`src/rtl/coin_acc_pkg.sv`:
```
// Shared types and defaults for the coin acceptor front end.
package coin_acc_pkg;

  typedef enum logic [1:0] {
    WAIT_LOW = 2'd0,
    IDLE     = 2'd1,
    DEB_HI   = 2'd2,
    HELD     = 2'd3
  } chan_state_t;

  localparam int DEF_DEBOUNCE_CYCLES = 4;
  localparam int DEF_CNT_W           = 3;
  localparam int DEF_TALLY_W         = 8;

endpackage

```
`src/rtl/coin_debounce.sv`:
```
// One coin slot: 2-flop synchroniser, debounce FSM and counter; emits a 1-cycle fire.
module coin_debounce
  import coin_acc_pkg::*;
#(
  parameter int DEBOUNCE_CYCLES = DEF_DEBOUNCE_CYCLES,
  parameter int CNT_W           = DEF_CNT_W
) (
  input  logic clk,
  input  logic reset_n,
  input  logic raw_i,
  output logic fire_o
);

  localparam logic [CNT_W-1:0] CNT_LAST = CNT_W'(DEBOUNCE_CYCLES - 1);
  localparam logic [CNT_W-1:0] CNT_ONE  = CNT_W'(1);

  logic        s1_q;
  logic        s2_q;
  chan_state_t state_q, state_d;
  logic [CNT_W-1:0] cnt_q, cnt_d;

  always_ff @(posedge clk) begin
    if (!reset_n) begin
      s1_q    <= 1'b0;
      s2_q    <= 1'b0;
      state_q <= WAIT_LOW;
      cnt_q   <= '0;
    end else begin
      s1_q    <= raw_i;
      s2_q    <= s1_q;
      state_q <= state_d;
      cnt_q   <= cnt_d;
    end
  end

  // cnt_q holds how many qualifying s2 samples have been seen before this edge.
  always_comb begin
    state_d = state_q;
    cnt_d   = cnt_q;
    fire_o  = 1'b0;
    case (state_q)
      WAIT_LOW: begin
        if (s2_q) begin
          cnt_d = '0;
        end else if (cnt_q == CNT_LAST) begin
          state_d = IDLE;
          cnt_d   = '0;
        end else begin
          cnt_d = cnt_q + CNT_ONE;
        end
      end
      IDLE: begin
        if (s2_q) begin
          state_d = DEB_HI;
          cnt_d   = CNT_ONE;
        end
      end
      DEB_HI: begin
        if (!s2_q) begin
          state_d = IDLE;
          cnt_d   = '0;
        end else if (cnt_q == CNT_LAST) begin
          fire_o  = 1'b1;
          state_d = HELD;
          cnt_d   = '0;
        end else begin
          cnt_d = cnt_q + CNT_ONE;
        end
      end
      HELD: begin
        // Release must itself be debounced before the slot re-arms.
        if (!s2_q) begin
          state_d = WAIT_LOW;
          cnt_d   = CNT_ONE;
        end
      end
      default: begin
        state_d = WAIT_LOW;
        cnt_d   = '0;
      end
    endcase
  end

endmodule

```
`src/rtl/coin_acceptor.sv`:
```
// Coin acceptor: two debounced slots, arbitration and registered credit/reject pulses.
// Optional saturating tallies enabled by defining COIN_ACC_TALLY_EN.
module coin_acceptor
  import coin_acc_pkg::*;
#(
  parameter int DEBOUNCE_CYCLES = DEF_DEBOUNCE_CYCLES,
  parameter int CNT_W           = DEF_CNT_W,
  parameter int TALLY_W         = DEF_TALLY_W
) (
  input  logic clk,
  input  logic reset_n,
  input  logic coin1_raw,
  input  logic coin2_raw,
  input  logic accept_en,
  output logic one_in,
  output logic two_in,
  output logic coin_reject
`ifdef COIN_ACC_TALLY_EN
  ,
  output logic [TALLY_W-1:0] tally_one,
  output logic [TALLY_W-1:0] tally_two
`endif
);

  if (((2 ** CNT_W) <= DEBOUNCE_CYCLES) || (TALLY_W < 1)) begin : g_param_check
    $error("coin_acceptor: CNT_W too small for DEBOUNCE_CYCLES or TALLY_W < 1");
  end

  logic fire1, fire2;
  logic one_d, two_d, rej_d;
  logic one_q, two_q, rej_q;

  coin_debounce #(
    .DEBOUNCE_CYCLES(DEBOUNCE_CYCLES),
    .CNT_W          (CNT_W)
  ) u_deb_one (
    .clk    (clk),
    .reset_n(reset_n),
    .raw_i  (coin1_raw),
    .fire_o (fire1)
  );

  coin_debounce #(
    .DEBOUNCE_CYCLES(DEBOUNCE_CYCLES),
    .CNT_W          (CNT_W)
  ) u_deb_two (
    .clk    (clk),
    .reset_n(reset_n),
    .raw_i  (coin2_raw),
    .fire_o (fire2)
  );

  // A simultaneous pair or a disabled downstream turns any fire into a reject.
  always_comb begin
    one_d = fire1 & ~fire2 & accept_en;
    two_d = fire2 & ~fire1 & accept_en;
    rej_d = (fire1 | fire2) & ~(one_d | two_d);
  end

  always_ff @(posedge clk) begin
    if (!reset_n) begin
      one_q <= 1'b0;
      two_q <= 1'b0;
      rej_q <= 1'b0;
    end else begin
      one_q <= one_d;
      two_q <= two_d;
      rej_q <= rej_d;
    end
  end

  assign one_in      = one_q;
  assign two_in      = two_q;
  assign coin_reject = rej_q;

`ifdef COIN_ACC_TALLY_EN
  logic [TALLY_W-1:0] tally_one_q, tally_one_d;
  logic [TALLY_W-1:0] tally_two_q, tally_two_d;

  always_comb begin
    tally_one_d = tally_one_q;
    tally_two_d = tally_two_q;
    if (one_d && (tally_one_q != '1)) tally_one_d = tally_one_q + TALLY_W'(1);
    if (two_d && (tally_two_q != '1)) tally_two_d = tally_two_q + TALLY_W'(1);
  end

  always_ff @(posedge clk) begin
    if (!reset_n) begin
      tally_one_q <= '0;
      tally_two_q <= '0;
    end else begin
      tally_one_q <= tally_one_d;
      tally_two_q <= tally_two_d;
    end
  end

  assign tally_one = tally_one_q;
  assign tally_two = tally_two_q;
`endif

endmodule

```
`config.mk`:
```
export PLATFORM = sky130hd
export DESIGN_NAME = coin_acceptor
export DESIGN_NICKNAME = d
export VERILOG_FILES = /design/src/rtl/coin_acc_pkg.sv /design/src/rtl/coin_debounce.sv /design/src/rtl/coin_acceptor.sv
export SDC_FILE = /design/constraint.sdc
export NUM_CORES = 1
export LEC_CHECK = 0
export BUFFER_PORTS_ARGS = -buffer_cell sky130_fd_sc_hd__buf_2
export CAP_MARGIN = 10
export CORE_UTILIZATION = 45
export DETAILED_ROUTE_END_ITERATION = 10
export PLACE_DENSITY = 0.76
export SETUP_SLACK_MARGIN = 0.02
export SYNTH_ARGS = -nofsm -noshare
export SYNTH_HDL_FRONTEND = slang
export SYNTH_SLANG_ARGS = --single-unit
```
`constraint.sdc`:
```
create_clock -name clk -period 1.2 [get_ports clk]
set_input_delay 0 -clock clk [delete_from_list [all_inputs] [get_ports clk]]
set_output_delay 0 -clock clk [all_outputs]
set_load 0.005 [all_outputs]
```
==> Word level (Yosys, flattened, before mapping) <==
Cells that the tools add are included.
{ "word_totals": {"reg_bits": 17, "inputBits": 5, "out_inout_bits": 3, "elab_cells": 79} }
{ "classes": {"addsub": 2, "eq_ne": 18, "mux": 32, "bitwise": 10, "n_reduce_logical": 6} }
{ "ops": {"columns": ["op", "count"], "rows": [
  ["$mux W3", 10],
  ["$mux W2", 12],
  ["$pmux W3 S4", 2],
  ["$pmux W2 S4", 2],
  ["$reduce_and A5 Y1", 2],
  ["$eq A2 B2 Y1 const B", 4],
  ["$ne A2 B1 Y1 const B", 4],
  ["$ne A2 B2 Y1 const B", 4],
  ["$add A3 B1 Y3 const B", 2],
  ["$eq A3 B2 Y1 const B", 2],
  ["$mux W1", 6],
  ["$ne A3 B3 Y1 const B", 2],
  ["$and A1 B1 Y1", 5],
  ["$eq A2 B1 Y1 const B", 2],
  ["$logic_not A2 Y1", 2],
  ["$reduce_and A2 Y1", 2],
  ["$not A1 Y1", 3],
  ["$or A1 B1 Y1", 2]
]} }

==> Logic depth before layout (Yosys ltp) <==
Gate-level depths: netlist (run 1).
{ "depth": {"depth_word": 10, "ltp_mapped": 4, "depth_no_buf": 4} }

==> Cells and area by module <==
From an unflattened synthesis (run 1), not the netlist that was laid out.
{ "hier_totals": {"cells_unflattened": 72, "hier_area_um2": 732.0} }
{ "by_module_without_submodules": {"columns": ["mod", "n_inst", "cells_each", "area_per_inst_um2", "seq_area_each_um2"], "rows": [
  ["coin_debounce", 2, 31, 309.0, 140.1],
  ["coin_acceptor", 1, 10, 113.9, 60.1]
]} }

==> Worst setup path before layout (run 1) <==
OpenSTA, ideal clock, no wires.
{ "synth_timing": {"path_type": "register to register", "start": "register u_deb_one.cnt_q[0]", "end": "register u_deb_one.cnt_q[1]", "setup_time_ns": 0.070, "t_arrival_ns": 1.135, "required_ns": 1.130, "slack_ns": -0.005, "path_stages_with_launch": 5, "path_buffers": 0, "period_less_slack_ns": 1.205, "cell_sequence": "dfxtp_1 ha_1 nor2b_1 or3b_1 a21oi_1"} }
{ "synth_between": {"elab_chain_cells": 4, "elab_cells_between_ends": 6, "classes_between": "1 x add/sub; 1 x eq/ne; 4 x mux"} }
{ "synth_lines": {"columns": ["item", "line_no", "source"], "rows": [
  ["from (decl)", "coin_debounce.sv:20", "logic [CNT_W-1:0] cnt_q, cnt_d;"],
  ["from (signal assigned)", "coin_debounce.sv:32", "cnt_q <= cnt_d;"],
  ["$add A3 B1 Y3 / $eq A3 B2 Y1 (equally long branches)", null, null],
  ["$mux W3 *", "coin_debounce.sv:45, coin_debounce.sv:62", null],
  ["$mux W3 (on tied branches)", "coin_debounce.sv:59, coin_debounce.sv:43", null],
  ["$pmux W3 S4 *", "coin_debounce.sv:41", "case (state_q)"]
]} }
Mark *: on every way between the ends. The rest lies on a longest branch, timed or not.
A chain may end at the register's enable or synchronous reset.

==> Final worst setup path (run 1) <==
{ "layout_timing": {"start": "register u_deb_one.cnt_q[1]", "end": "register u_deb_one.cnt_q[1]"} }
Same word-level chain as after synthesis.

==> results of run 1 <==
-- state kept, by name (all words and copies together), names as in the netlist --
register and flops:
coin_reject 1, one_in 1, two_in 1, u_deb_one.cnt_q 3, u_deb_one.s1_q 1, u_deb_one.s2_q 1, u_deb_one.state_q 2, u_deb_two.cnt_q 3
u_deb_two.s1_q 1, u_deb_two.s2_q 1, u_deb_two.state_q 2
-- metrics by stage --
stage	TNS [ns]	total power [mW]	setup WS (ns)	utilization
after floorplan	0	0.738	0.0356	-
after global placement	0	0.767	0.0113	0.529
after detailed placement	-0.0746	0.780	-0.0415	0.529
after CTS	0	1.10	0.0178	0.583
after global routing	-0.0319	1.15	-0.0319	0.590
final	0	1.09	0.0241	0.590
-- routing by layer --
layer / share of wire / track usage
met2: 0.47 / 0.240
met4: 0.0078 / 0.119
met1: 0.47 / 0.193
met3: 0.046 / 0.0302
met5: 0 / 0
-- Yosys cell counts --
cell       count
inv_1          3
or3b_1         1
o21ai_0        1
nand3b_1       4
and2_1         4
ha_1           2
nand2_1        8
xnor2_1        2
buf_6          1
a31o_2         1
nor4_1         2
nor2_1         2
dfxtp_1       17
and2b_2        2
a2111oi_2      1
mux2i_1        1
and3_1         1
o21bai_1       1
o211a_1        2
nor2b_1        1
nand2b_4       1
nand2b_1       3
o221ai_1       1
or2_0          1
clkbuf_1       1
nor3_1         4
and4_1         1
nor3b_1        1
a211o_1        1
a21oi_1        4
-- worst max path at each step --
stage | from | end | slack, ns | cells after the start
4_1_cts | u_deb_one.cnt_q[0] | u_deb_one.cnt_q[1] | 0.02 | 4
3_5_place_dp | u_deb_one.cnt_q[1] | u_deb_one.cnt_q[0] | -0.04 | 4
5_1_grt | u_deb_one.cnt_q[0] | u_deb_one.cnt_q[1] | -0.03 | 4
6_report | u_deb_one.cnt_q[1] | u_deb_one.cnt_q[1] | 0.02 | 4
2_1_floorplan | u_deb_one.cnt_q[0] | u_deb_one.cnt_q[1] | 0.04 | 4
3_3_place_gp | u_deb_one.cnt_q[0] | u_deb_one.cnt_q[1] | 0.01 | 4
-- tightest hold or removal path: cells and delay by family --
kind,cells,cell delay [ns]
buffers and inverters,1,0.18
AND/OR/NAND/NOR,1,0.08
AO/OA/AOI/OAI,1,0.04
-- power breakdown --
part / switching (mW) / leakage (nW) / internal, mW
clock network: 0.167 / 0.0150 / 0.129
registers: 0.0314 / 0.142 / 0.605
logic: 0.0689 / 0.216 / 0.0888
-- layout make-up --
cell class,instances,area (um^2)
clock buffer,4,26.3
fill,129,618
inverter,3,11.3
multi-input combinational,53,393
sequential,17,350
tap,16,20.0
timing repair buffer,13,87.6
-- kinds of logic (layout without fill, tap and decap cells) --
logic type / count (synthesis) / after routing / synth area share
multiplexers: 1 / 1 / 0.0137
flip-flops: 17 / 17 / 0.465
XOR/XNOR: 2 / 2 / 0.0239
adder cells (fa/ha/maj): 2 / 2 / 0.0342
AO/OA/AOI/OAI: 12 / 12 / 0.128
buffers and inverters: 5 / 20 / 0.0359
AND/OR/NAND/NOR: 36 / 36 / 0.299
-- timing repair --
| action | CTS | global route |
|---|---|---|
| endpoints found under the setup margin | 4 | 4 |
| pin swaps | 2 | 0 |
| endpoints found under the hold margin | 4 | 0 |
| setup buffers | 0 | 0 |
| cloned | 0 | 0 |
| resized for setup | 8 | 5 |
| hold buffers | 3 | 0 |
==> impl_metrics.csv, run 1 <==
group,metric,value,unit
place,post-dp-hpwl,925,um
clock_tree,clock_latency,0.28,ns
setup_path,cp-start-kind,"flip-flop",
global_routing,grt_max_degree,15,
cells_and_area,drive_gt1_frac,0.333,
setup_path,r2r_start,"u_deb_one.cnt_q[1]",
setup_path,crit_path_end_kind,"flip-flop",
timing,fmax,850,MHz
floorplan,core,1510,um^2
clock_tree,clockBufferDepth,2,
synthesis,yosysTopAreaCellShare,0.465,
synthesis,ys_types,30,
clock_tree,path_clk_slew,0.09,ns
detailed_routing,wl_per_cell,12.1,um
synthesis,ys_ff_latch,17,
setup_path,crit_arrival,1.39,ns
cells_and_area,most-common-layout-cells,"dfxtp_1 (9), nand2_1 (8), dfxtp_2 (8)",
place,dp_cells,99,
timing,rsz0062_at_grt,"yes",
job,cap_violations,0,
run_status,status,"complete, no violations",
synthesis,synth_seq_area_share,0.465,
timing,fin_crit_sh,0.980,
timing,worst_pin_slew,0.283,ns
clock_tree,cts_root_buffer,"clkbuf_4",
timing,post-route-min-period,1.18,ns
timing,hold_slack,0.0466,ns
setup_path,slowest_stage,"dfxtp_2",
min_path,worstHoldStart,"reset_n",
setup_path,required,1.42,ns
pwr,power_density,1230,nW/um^2
timing,hold_violations,0,
cells_and_area,fin_nets,98,
detailed_routing,ant_nets,0,
setup_path,cp.buffers_inverters,0,
timing,slew_viol_final,0,
global_routing,grt-ovfl-total,0,
synthesis,syn_area,732,um^2
min_path,worstHoldPathType,"primary input to flip-flop",
cells_and_area,fin_area,888,um^2
setup_path,cpPeakStageDelay,0.35,ns
detailed_routing,routed_wl,1.28,mm
place,io_buffers,7,
min_path,worstHoldPathCells,3,
detailed_routing,firstDrtPassIters,4,
setup_path,critPathTopFamily,"simple AND/OR/NAND/NOR gates",
clock_tree,cts_tree,"built",
synthesis,ys_warn_count,0,
setup_path,rr_worst_depth,4,
place,gp_congestion,0.783,
detailed_routing,drt-initial-drc-count,15,
place,place_area,797,um^2
global_routing,grt_pass1_vias,535,
timing,slew_headroom,0.811,
pwr,max-vdd-ir-drop,715,uV
setup_path,crit_path_cell_trace,"ha_4 -> nor2b_4 -> or3b_1 -> a21oi_1",
cells_and_area,antennaDiodeCount,0,
synthesis,post_synth.cell_area_avg,9.76,um^2
global_routing,antenna_found_initial,0,
clock_tree,cts_made_buffers,3,
pwr,p_leak,0.373,nW
min_path,whs_endpoint,"u_deb_one.cnt_q[1]",
detailed_routing,vias_per_cell,5.52,
setup_path,critPathMaxFanout,4,
cells_and_area,layout_commonest_cell,"dfxtp_1",
cells_and_area,syn2layout_area_growth,21.4,%
cells_and_area,fin_cells,106,
setup_path,crit_type,"flip-flop to flip-flop",
synthesis,synthCells,75,
floorplan,io_pins,8,
global_routing,grt_pass1_wl,2.15,mm
synthesis,synth_top_area_cell,"dfxtp_1",
timing,setup_violations,0,
timing,finClkSkew,0.00341,ns
setup_path,r2r_end,"u_deb_one.cnt_q[1]",
global_routing,track_usage,0.157,
clock_tree,cts_sinks,17,
floorplan,dieArea,1790,um^2
detailed_routing,vias,585,
synthesis,syn_nets,82,
synthesis,synth_area_leaders,"dfxtp_1 (46%), nand2_1 (4.1%), nand3b_1 (4.1%)",
detailed_routing,route.detailed.drc,0,
setup_path,rrSetupSlack,0.02,ns
clock_tree,cts_max_level,1,
floorplan,start_util,0.486,
floorplan,die_x,42.3,um
floorplan,num_rows,14,
floorplan,die_h,42.3,um
No activity file was read; power rests on OpenSTA's default activity.
==> run 2: changes to the inputs <==
--- a/config.mk
+++ b/config.mk
@@ -9,7 +9,8 @@
 export CAP_MARGIN = 10
 export CORE_UTILIZATION = 45
 export DETAILED_ROUTE_END_ITERATION = 10
-export PLACE_DENSITY = 0.76
+export MAX_ROUTING_LAYER = met4
+export PLACE_DENSITY = 0.72
 export SETUP_SLACK_MARGIN = 0.02
 export SYNTH_ARGS = -nofsm -noshare
 export SYNTH_HDL_FRONTEND = slang
==> run 2 against run 1 <==
Worst setup slack worse by 0.024 ns. Sequential cell count did not move. Non-clock buffer count increased by 2. Sequential share of layout area is 0.69 points lower. Hold slack better by 0.0073 ns. Clock skew increased by 0.0090 ns. Global-route usage increased by 0.42 points. Clock power up 2%. Register-to-register slack worse by 0.02 ns. Sequential power is essentially flat. Design area increased by 1.4%. Combinational power is 11% higher.
==> impl_metrics.csv, run 2 (same netlist as run 1, synthesis figures left out) <==
group,metric,value,unit
floorplan,io_pins,8,
timing,slew_viol_final,0,
cells_and_area,fin_area,901,um^2
global_routing,track_usage,0.161,
detailed_routing,ant_nets,0,
min_path,worstHoldPathType,"primary input to flip-flop",
detailed_routing,vias,569,
cells_and_area,most-common-layout-cells,"dfxtp_1 (10), nand2_1 (8), buf_2 (7), dfxtp_2 (7), buf_4 (5)",
detailed_routing,firstDrtPassIters,3,
clock_tree,cts_sinks,17,
clock_tree,cts_max_level,1,
pwr,switching_share,0.246,
cells_and_area,largestRegisters,"u_deb_one.cnt_q x3, u_deb_two.cnt_q x3",
timing,fmax,834,MHz
global_routing,antenna_found_initial,0,
place,place_area,797,um^2
detailed_routing,vias_per_cell,5.27,
cells_and_area,fin_nets,100,
global_routing,grt_pass1_wl,2.15,mm
setup_path,crit_type,"flip-flop to flip-flop",
setup_path,critPathTopFamily,"simple AND/OR/NAND/NOR gates",
detailed_routing,drt-initial-drc-count,13,
clock_tree,cts_made_buffers,3,
detailed_routing,route.detailed.drc,0,
cells_and_area,fin_cells,108,
floorplan,die_x,42.3,um
place,gp_congestion,0.761,
place,dp_cells,99,
timing,worst_pin_slew,0.265,ns
clock_tree,cts_root_buffer,"clkbuf_4",
place,io_buffers,7,
clock_tree,clockBufferDepth,2,
timing,fin_crit_sh,1.00,
pwr,comb_power_share,0.159,
setup_path,crit_path_end_kind,"flip-flop",
pwr,total_power,1.11,mW
floorplan,num_rows,14,
timing,rsz0062_at_grt,"yes",
timing,finClkSkew,0.0124,ns
cells_and_area,syn2layout_area_growth,23.1,%
timing,setup_tns,0,ns
setup_path,required,1.41,ns
floorplan,die_h,42.3,um
floorplan,dieArea,1790,um^2
job,cap_violations,0,
cells_and_area,drive_gt1_frac,0.337,
detailed_routing,wl_per_cell,11.1,um
cells_and_area,layout_commonest_cell,"dfxtp_1",
clock_tree,cts_tree,"built",
setup_path,slowest_stage,"or3b_4",
clock_tree,path_clk_slew,0.09,ns
pwr,p_leak,0.386,nW
run_status,status,"complete, no violations",
cells_and_area,fillerInstances,130,
pwr,clock_power_share,0.271,
setup_path,cp.buffers_inverters,0,
pwr,power_density,1230,nW/um^2
timing,post-route-min-period,1.20,ns
timing,hold_violations,0,
setup_path,cpPeakStageDelay,0.37,ns
clock_tree,clock_latency,0.29,ns
timing,slew_headroom,0.823,
setup_path,cp-start-kind,"flip-flop",
pwr,p_seq_frac,0.570,
cells_and_area,antennaDiodeCount,0,
timing,setup_violations,0,
global_routing,grt_pass1_vias,548,
setup_path,critPathMaxFanout,2,
detailed_routing,routed_wl,1.20,mm
floorplan,core,1510,um^2
setup_path,crit_path_cell_trace,"ha_4 -> nor2b_4 -> or3b_4 -> a21oi_2",
global_routing,grt-ovfl-total,0,
pwr,p_int,0.836,mW
floorplan,start_util,0.486,
place,post-dp-hpwl,829,um
setup_path,crit_arrival,1.41,ns
pwr,power_switching,0.274,mW
pwr,max-vdd-ir-drop,703,uV
global_routing,grt_max_degree,15,
-- run 2: stage by stage --
step	util	hold WS [ns]	worst slack, ns
6_report	0.598	0.0539	0.000434
5_1_grt	0.598	0.0445	-0.0319
4_1_cts	0.590	0.0485	0.00440
3_5_place_dp	0.529	0.205	-0.0428
3_3_place_gp	0.529	0.203	0.00585
2_1_floorplan	-	0.122	0.0356
-- run 2: path summary, 6_finish.rpt --
kind	slack, ns	endpoint	depth (start not counted)	startpoint
worst max-delay path	0.0004	u_deb_one.cnt_q[1]	4	u_deb_one.cnt_q[1]
worst max register to register	0.0004	u_deb_one.cnt_q[1]	4	u_deb_one.cnt_q[1]
worst min-delay path	0.05	u_deb_two.state_q[1]	2	reset_n
worst min register to register	0.44	u_deb_two.s2_q	1	u_deb_two.s1_q
-- run 2: per-layer routing --
metal	up-vias	GRT usage	share of wire
li1	299	-	-
met1	257	0.171	0.47
met2	11	0.280	0.47
met3	2	0.0517	0.039
met4	0	0.0563	0.012
met5	-	-	0
-- run 2: layout make-up --
| class | instances | area [um^2] | area share |
|---|---|---|---|
| Sequential cell | 17 | 349 | 0.388 |
| Tap cell | 16 | 20.0 | 0.0222 |
| Clock buffer | 4 | 26.3 | 0.0292 |
| Inverter | 3 | 11.3 | 0.0125 |
| Multi-Input combinational cell | 53 | 392 | 0.435 |
| Timing Repair Buffer | 15 | 103 | 0.114 |
-- run 2: power groups by stage --
| stage | logic (mW) | clock network [mW] | registers (mW) |
|---|---|---|---|
| after floorplan | 0.108 | 0 | 0.630 |
| after global placement | 0.135 | 0 | 0.633 |
| after detailed placement | 0.142 | 0 | 0.636 |
| after CTS | 0.162 | 0.304 | 0.630 |
| after global routing | 0.200 | 0.336 | 0.638 |
| final | 0.176 | 0.301 | 0.633 |
-- run 2: what timing repair did --
action / 4_1_cts / 5_1_grt
endpoints found under the hold margin: 4 / 0
hold buffers: 3 / 0
pin swaps: 3 / 6
setup buffers: 2 / 0
gates resized for setup: 5 / 8
setup endpoints to repair: 2 / 6
